`config.mk`:
```
export PLATFORM = sky130hd
export DESIGN_NAME = simple_memory_march_tester
export DESIGN_NICKNAME = d
export VERILOG_FILES = /design/src/rtl/simple_memory_march_tester.sv
export SDC_FILE = /design/constraint.sdc
export NUM_CORES = 1
export LEC_CHECK = 0
export BUFFER_PORTS_ARGS = -buffer_cell sky130_fd_sc_hd__buf_2
export CAP_MARGIN = 20
export CORE_MARGIN = 2
export CORE_UTILIZATION = 50
export DETAILED_ROUTE_END_ITERATION = 6
export PLACE_DENSITY = 0.75
export RECOVER_POWER = 25
export SYNTH_ARGS = -nofsm -noshare
export SYNTH_HDL_FRONTEND = slang
export SYNTH_SLANG_ARGS = --single-unit
```
`constraint.sdc`:
```
create_clock -name clk -period 1.75 [get_ports clk]
set_input_delay 0.2625 -clock clk [delete_from_list [all_inputs] [get_ports clk]]
set_output_delay 0.2625 -clock clk [all_outputs]
set_load 0.01 [all_outputs]
```
`src/rtl/simple_memory_march_tester.sv`:
```
// rtl/simple_memory_march_tester.sv - March C- style tester for a small single-port memory
module simple_memory_march_tester #(
    parameter int                    ADDR_WIDTH = 4,
    parameter int                    DATA_WIDTH = 8,
    parameter logic [DATA_WIDTH-1:0] PATTERN    = 8'h55
) (
    input  logic                  clk,
    input  logic                  rst,
    input  logic                  start,
    output logic                  mem_write,
    output logic [ADDR_WIDTH-1:0] mem_addr,
    output logic [DATA_WIDTH-1:0] mem_wdata,
    input  logic [DATA_WIDTH-1:0] mem_rdata,
    output logic                  busy,
    output logic                  done,
    output logic                  pass,
    output logic [ADDR_WIDTH-1:0] fail_addr,
    output logic [DATA_WIDTH-1:0] fail_data
);

    typedef enum logic [3:0] {
        IDLE, W0,
        M1_RD, M1_CHK, M1_WR,
        M2_RD, M2_CHK, M2_WR,
        M3_RD, M3_CHK,
        DONE
    } state_t;

    localparam logic [ADDR_WIDTH-1:0] ADDR_MAX  = '1;
    localparam logic [DATA_WIDTH-1:0] PATTERN_N = ~PATTERN;

    state_t                  state, state_nxt;
    logic [ADDR_WIDTH-1:0]   addr, addr_nxt;
    logic                    pass_nxt;
    logic [ADDR_WIDTH-1:0]   fail_addr_nxt;
    logic [DATA_WIDTH-1:0]   fail_data_nxt;

    always_ff @(posedge clk) begin
        if (rst) begin
            state     <= IDLE;
            addr      <= '0;
            pass      <= 1'b0;
            fail_addr <= '0;
            fail_data <= '0;
        end else begin
            state     <= state_nxt;
            addr      <= addr_nxt;
            pass      <= pass_nxt;
            fail_addr <= fail_addr_nxt;
            fail_data <= fail_data_nxt;
        end
    end

    assign mem_addr = addr;

    always_comb begin
        state_nxt     = state;
        addr_nxt      = addr;
        pass_nxt      = pass;
        fail_addr_nxt = fail_addr;
        fail_data_nxt = fail_data;
        mem_write     = 1'b0;
        mem_wdata     = '0;
        busy          = 1'b1;
        done          = 1'b0;
        case (state)
            IDLE: begin
                busy = 1'b0;
                if (start) begin
                    pass_nxt      = 1'b0;
                    fail_addr_nxt = '0;
                    fail_data_nxt = '0;
                    addr_nxt      = '0;
                    state_nxt     = W0;
                end
            end
            W0: begin
                mem_write = 1'b1;
                mem_wdata = PATTERN;
                if (addr == ADDR_MAX) begin
                    addr_nxt  = '0;
                    state_nxt = M1_RD;
                end else begin
                    addr_nxt = addr + 1'b1;
                end
            end
            M1_RD: state_nxt = M1_CHK;
            // A mismatch in any CHK state ends the run at once; pass is already 0 from start.
            M1_CHK: begin
                if (mem_rdata != PATTERN) begin
                    fail_addr_nxt = addr;
                    fail_data_nxt = mem_rdata;
                    pass_nxt      = 1'b0;
                    state_nxt     = DONE;
                end else begin
                    state_nxt = M1_WR;
                end
            end
            M1_WR: begin
                mem_write = 1'b1;
                mem_wdata = PATTERN_N;
                if (addr == ADDR_MAX) begin
                    addr_nxt  = ADDR_MAX;
                    state_nxt = M2_RD;
                end else begin
                    addr_nxt  = addr + 1'b1;
                    state_nxt = M1_RD;
                end
            end
            M2_RD: state_nxt = M2_CHK;
            M2_CHK: begin
                if (mem_rdata != PATTERN_N) begin
                    fail_addr_nxt = addr;
                    fail_data_nxt = mem_rdata;
                    pass_nxt      = 1'b0;
                    state_nxt     = DONE;
                end else begin
                    state_nxt = M2_WR;
                end
            end
            M2_WR: begin
                mem_write = 1'b1;
                mem_wdata = PATTERN;
                if (addr == '0) begin
                    addr_nxt  = '0;
                    state_nxt = M3_RD;
                end else begin
                    addr_nxt  = addr - 1'b1;
                    state_nxt = M2_RD;
                end
            end
            M3_RD: state_nxt = M3_CHK;
            M3_CHK: begin
                if (mem_rdata != PATTERN) begin
                    fail_addr_nxt = addr;
                    fail_data_nxt = mem_rdata;
                    pass_nxt      = 1'b0;
                    state_nxt     = DONE;
                end else if (addr == ADDR_MAX) begin
                    pass_nxt  = 1'b1;
                    state_nxt = DONE;
                end else begin
                    addr_nxt  = addr + 1'b1;
                    state_nxt = M3_RD;
                end
            end
            DONE: begin
                busy      = 1'b0;
                done      = 1'b1;
                state_nxt = IDLE;
            end
            default: begin
                busy      = 1'b0;
                state_nxt = IDLE;
            end
        endcase
    end

endmodule

```
==> out/results.ini, run 1 <==
[timing]
tns_ns = -0.440
fin_hold_ws_ns = 0.221
setup_violations = 7
setup_slack_ns = -0.0882
fin_skew_ns = 0.00480
hold_viol_final = 0
rsz0062_at_grt = yes
slew_headroom_pct = 76.6
min_period_ns = 1.84
max_freq_ghz = 0.544
slew_violations = 0
finalCritPeriodShare_pct = 105
worst_slew_pin_slew_ns = 0.351

[route]
drtAntennaViolNets = 0
drt_iter0_drc = 85
vias_per_cell = 5.36
routed_wl_um = 3860
drtPass1Iterations = 4
drc = 0
wl_per_cell_um = 13.4
vias = 1548

[worst_setup_path]
worstSetupPathType = reg2out
reg2reg_slack_ns = -0.01
worstPathCellList = buf_6 > or4b_4 > inv_4 > buf_6 > buf_6
r2r_cells = 8
cpMostUsedCell = buf_6
worstPathMaxFanout = 4
cp-start-kind = flop
crit_path_end_kind = output pin
critPathMaxStageDelay_ns = 0.53
crit_required_ns = 1.49
regToRegStartpoint = state[0]
cp.arrival_ns = 1.58
regToRegEndpoint = fail_data[3]
cp_slowest_cell = or4b_4

[global_route]
grt_util_all_layers_pct = 22.3
grt_first_pass_wirelength_um = 6400
grt_pass1_vias = 1410
grt_start_max_net_pins = 23
grt_overflow = 0
antenna_found_initial = 0

[min_path]
hold_end = fail_data[5]
min_path_cells = 3
hold_class = in2reg
min_from = mem_rdata[5]

[power_and_ir_drop]
p_leak_nw = 0.893
vdd_drop_max_mv = 0.652
p_per_area_mw_per_mm2 = 1210

[finish]
fill_cells = 258
area_delta_synth_final_pct = 30.5
fin_area_mm2 = 0.00211
drive_above_1_share_pct = 37.1
ff_latch_area_um2 = 428
insertedDiodeCount = 0
fin_util_pct = 69.0
multiInputGateArea_mm2 = 0.00110
fin_nets = 259

[synth]
synthFlopType = dfxtp_1
ys_types = 58
yosysTopAreaCellShare_pct = 26.0
synth_fp_nets = 207
synth_seq_cells = 21
seq_area_frac_synth_pct = 26.0
synthArstFlopShare_pct = 0
synth_area_leader_cell = dfxtp_1
ys_warn_count = 0
synth.most_common_cell = nand2_1
syn-cell-area_mm2 = 0.00161
synthTopCellsByCount = nand2_1 (25), dfxtp_1 (21), nand2b_1 (16), mux2i_1 (13), buf_4 (9)
synth_edf_count = 0
synth.area.top_cells = dfxtp_1 (26%), mux2i_1 (8.1%), nand2b_1 (6.2%), nand2_1 (5.8%), buf_4 (4.2%)
synth_cells = 194
syn_area_per_cell_um2 = 8.32

[cts]
cts.sink_count = 21
cts_made_buffers = 3
cts_tree = yes
clkTransAtPathRegs_ns = 0.11
clock_latency_ns = 0.29
cts-root-buf = clkbuf_4
clock_path_buffers = 2
htreeDepth = 1

[status]
violations = negative setup slack
status = complete, but fails checks

[place]
gp_congestion = 0.898
portBuffers = 38
dp_hpwl_um = 2830
place_area_mm2 = 0.00191

[floorplan]
initial_core_util_pct = 52.9
core_area_mm2 = 0.00305
rows = 20
io_pins = 39
die_width_um = 60.8
die_y_um = 60.8
die_area_mm2 = 0.00370

[flow_run]
maxCapViolCount = 0

through the flow:
step           power (W)  instances  setup slack [ns]
2_1_floorplan    0.00165        194            0.0524
3_3_place_gp     0.00200        279            0.0577
3_5_place_dp     0.00200        279            0.0364
4_1_cts          0.00231        285            -0.106
5_1_grt          0.00274        289            -0.145
6_report         0.00254        289           -0.0882
worst max-delay path by stage:
stage / start / to / slack [ns] / cells past startpoint
5_1_grt: state[0] / mem_wdata[3] / -0.14 / 5
3_3_place_gp: state[1] / fail_addr[2] / 0.06 / 6
2_1_floorplan: state[0] / mem_write / 0.05 / 4
6_report: state[0] / mem_wdata[5] / -0.09 / 5
3_5_place_dp: state[1] / mem_write / 0.04 / 5
4_1_cts: state[0] / mem_wdata[1] / -0.11 / 5
kinds of logic after synthesis:
| family | count (synthesis) | synth area share, % |
|---|---|---|
| buffers and inverters | 24 | 9.69 |
| muxes | 14 | 8.76 |
| and+or+nand+nor | 90 | 34.9 |
| DFF | 21 | 26.0 |
| adders and majority gates | 2 | 1.55 |
| xor gates and xnor gates | 2 | 1.09 |
| AOI/OAI and AO/OA | 41 | 18.0 |
layout by cell type, fill, tap and decap left out, types with 2 or more instances in the layout:
cell type  netlist  routed
a211oi_1         4       3
a21o_1           2       2
a21oi_1          8       7
a22oi_1          2       2
a31oi_1          3       3
and2b_1          3       2
and3b_1          2       2
buf_2            3      27
buf_4            9      25
buf_6            2       8
clkbuf_1         6       7
clkbuf_4         0       3
dfxtp_1         21      17
dfxtp_2          0       3
ha_1             2       2
inv_1            2       2
mux2i_1         13      13
nand2_1         25      25
nand2b_1        16      16
nand3b_1         3       3
nand4b_1         2       2
nand4bb_1        2       2
nor2_1           8       8
nor2b_1          3       3
nor3_1           5       5
nor3_2           2       2
nor4bb_1         2       2
o21ai_0          6       5
o21bai_1         2       2
o2bb2ai_1        3       3
sequential cells by signal, indices dropped and copies added, names as in the netlist:
signal,cells
pass,1
mem_addr,4
state,4
fail_addr,4
fail_data,8
critical path, delay by kind of cell (launching register included):
kind / cells / cell delay, ns
flops: 1 / 0.35
simple gates: 1 / 0.53
buf+inv: 4 / 0.41
area by class of cell:
type,instances,area share [%]
timing repair buffer,68,22.8
clock buffer,4,1.25
multi-input combinational,149,52.3
inverter,3,0.654
sequential,21,20.3
tap,44,2.61
power by group:
part / switching [W] / internal (W) / total (W) / leakage [nW]
clock: 0.000135 / 0.0000885 / 0.000224 / 0.0150
sequential: 0.0000741 / 0.000540 / 0.000614 / 0.172
combinational: 0.000804 / 0.000899 / 0.00170 / 0.706
what timing repair did:
action                                 in CTS  in global routing
pin swaps                                   1                  4
gates cloned                                0                  1
endpoints found under the hold margin       0                  0
hold buffers                                0                  0
buffers inserted                            3                  3
resized for setup                          17                 11
setup endpoints to repair                  17                 28
routing by layer:
metal | GRT usage, % | vias up | wire [µm]
met5 | 0 | - | 0
met4 | 4.35 | 0 | 42
met3 | 4.69 | 4 | 244
met2 | 36.3 | 64 | 1820
met1 | 30.6 | 686 | 1760
li1 | - | 794 | -
(Power assumes the default switching activity.)
==> inputs of run 2 (changes only) <==
--- a/config.mk
+++ b/config.mk
@@ -14,2 +14,3 @@
 export RECOVER_POWER = 25
+export SKIP_CTS_REPAIR_TIMING = 1
 export SYNTH_ARGS = -nofsm -noshare
==> constraint.sdc (replaced) <==
create_clock -name clk -period 1.75 [get_ports clk]
set_input_delay 0.175 -clock clk [delete_from_list [all_inputs] [get_ports clk]]
set_output_delay 0.175 -clock clk [all_outputs]
set_load 0.01 [all_outputs]
==> out/results.ini, run 2 (same netlist as run 1, synthesis figures left out) <==
[status]
status = complete, but fails checks
violations = negative setup slack

[timing]
rsz0062_at_grt = yes
fin_skew_ns = 0.00625
max_freq_ghz = 0.557
slew_headroom_pct = 72.7
slew_violations = 0
min_period_ns = 1.80
setup_slack_ns = -0.0461
hold_viol_final = 0
fin_hold_ws_ns = 0.106
finalCritPeriodShare_pct = 103
setup_violations = 3
worst_slew_pin_slew_ns = 0.407

[cts]
cts.sink_count = 21
cts-root-buf = clkbuf_4
clock_latency_ns = 0.32
cts_tree = yes
cts_made_buffers = 3
clock_path_buffers = 2
clkTransAtPathRegs_ns = 0.13
htreeDepth = 1

[global_route]
grt_first_pass_wirelength_um = 6180
grt_util_all_layers_pct = 21.8
grt_use_met2_pct = 35.0
grt_pass1_vias = 1372
antenna_found_initial = 0
grt_overflow = 0
grtUsageMet1_pct = 30.9
grt_start_max_net_pins = 23
top_usage_layer = met2
grt_util_met3_pct = 2.56

[place]
dp_hpwl_um = 2770
gp_congestion = 0.859
place_area_mm2 = 0.00189
portBuffers = 38
dp_cells = 275

[finish]
fin_nets = 260
largest_reg_flops = 8
top_register = fail_data
drive_above_1_share_pct = 35.4
layout_common_cells = buf_2 (30), buf_4 (28), nand2_1 (25), dfxtp_1 (17), nand2b_1 (16)
fin_area_mm2 = 0.00205
fill_cells = 267
insertedDiodeCount = 0
stdcell_count = 290
final_common_cell = buf_2
area_delta_synth_final_pct = 27.0

[floorplan]
core_area_mm2 = 0.00305
die_width_um = 60.8
die_y_um = 60.8
io_pins = 39
die_area_mm2 = 0.00370
initial_core_util_pct = 52.9
rows = 20

[route]
wl_per_cell_um = 13.7
drtAntennaViolNets = 0
routed_wl_um = 3970
drc = 0
drtPass1Iterations = 4
vias = 1592
drt_iter0_drc = 79
vias_per_cell = 5.49

[min_path]
min_from = mem_rdata[3]
hold_end = fail_data[3]
hold_class = in2reg
min_path_cells = 3

[worst_setup_path]
worstPathMaxFanout = 9
reg2reg_slack_ns = 0
crit_path_end_kind = output pin
critPathMaxStageDelay_ns = 0.38
regToRegStartpoint = state[3]
worstSetupPathType = reg2out
regToRegEndpoint = fail_addr[3]
cp_slowest_cell = dfxtp_4
crit_family = simple AND/OR/NAND/NOR gates
cp-start-kind = flop
cp.arrival_ns = 1.62
worstPathCellList = buf_12 > and2b_2 > a21boi_1 > buf_4 > or2_4 > buf_6
crit_required_ns = 1.57
cp_num_buf_inv = 3
r2r_cells = 7

[power_and_ir_drop]
p_per_area_mw_per_mm2 = 1210
p_leak_nw = 0.883
vdd_drop_max_mv = 0.713
p_total_w = 0.00249

[flow_run]
maxCapViolCount = 0

run 2: power breakdown:
part | internal [W] | switching, W
Combinational | 0.000852 | 0.000756
Clock | 0.0000856 | 0.000169
Sequential | 0.000544 | 0.0000799
run 2: worst max path at each step:
stage / start / end / slack [ns] / cells past startpoint
4_1_cts: state[1] / mem_write / -0.23 / 5
3_5_place_dp: state[1] / fail_addr[3] / 0.03 / 6
3_3_place_gp: state[1] / fail_addr[1] / 0.04 / 6
6_report: state[0] / mem_write / -0.05 / 6
2_1_floorplan: mem_addr[1] / mem_addr[1] / 0.13 / 6
5_1_grt: state[0] / mem_write / -0.10 / 6
run 2: worst min-delay path: stages:
cell and delay, ns:
buf_2 0.11, nand2_1 0.05, mux2i_1 0.05
run 2: cell type report:
class                           count  area [µm²]  share of cell area, %
Inverter                            3        13.8                  0.672
Clock buffer                        3        22.5                   1.10
Multi-Input combinational cell    149        1050                   51.5
Clock inverter                      1        5.00                  0.244
Tap cell                           44        55.1                   2.69
Sequential cell                    21         435                   21.2
Timing Repair Buffer               69         463                   22.6
run 2: stage by stage:
| step | setup TNS (ns) | setup slack, ns | util, % |
|---|---|---|---|
| floorplan | 0 | 0.133 | - |
| global placement | 0 | 0.0426 | 62.0 |
| detailed placement | 0 | 0.0291 | 62.0 |
| CTS | -0.768 | -0.226 | 62.9 |
| global route | -1.33 | -0.100 | 67.1 |
| finish | -0.0481 | -0.0461 | 67.1 |
run 2: routing by layer:
metal	routed length (µm)	vias to the layer above
met5	0	-
met4	38	0
met3	219	4
met2	1870	51
met1	1840	739
li1	-	798
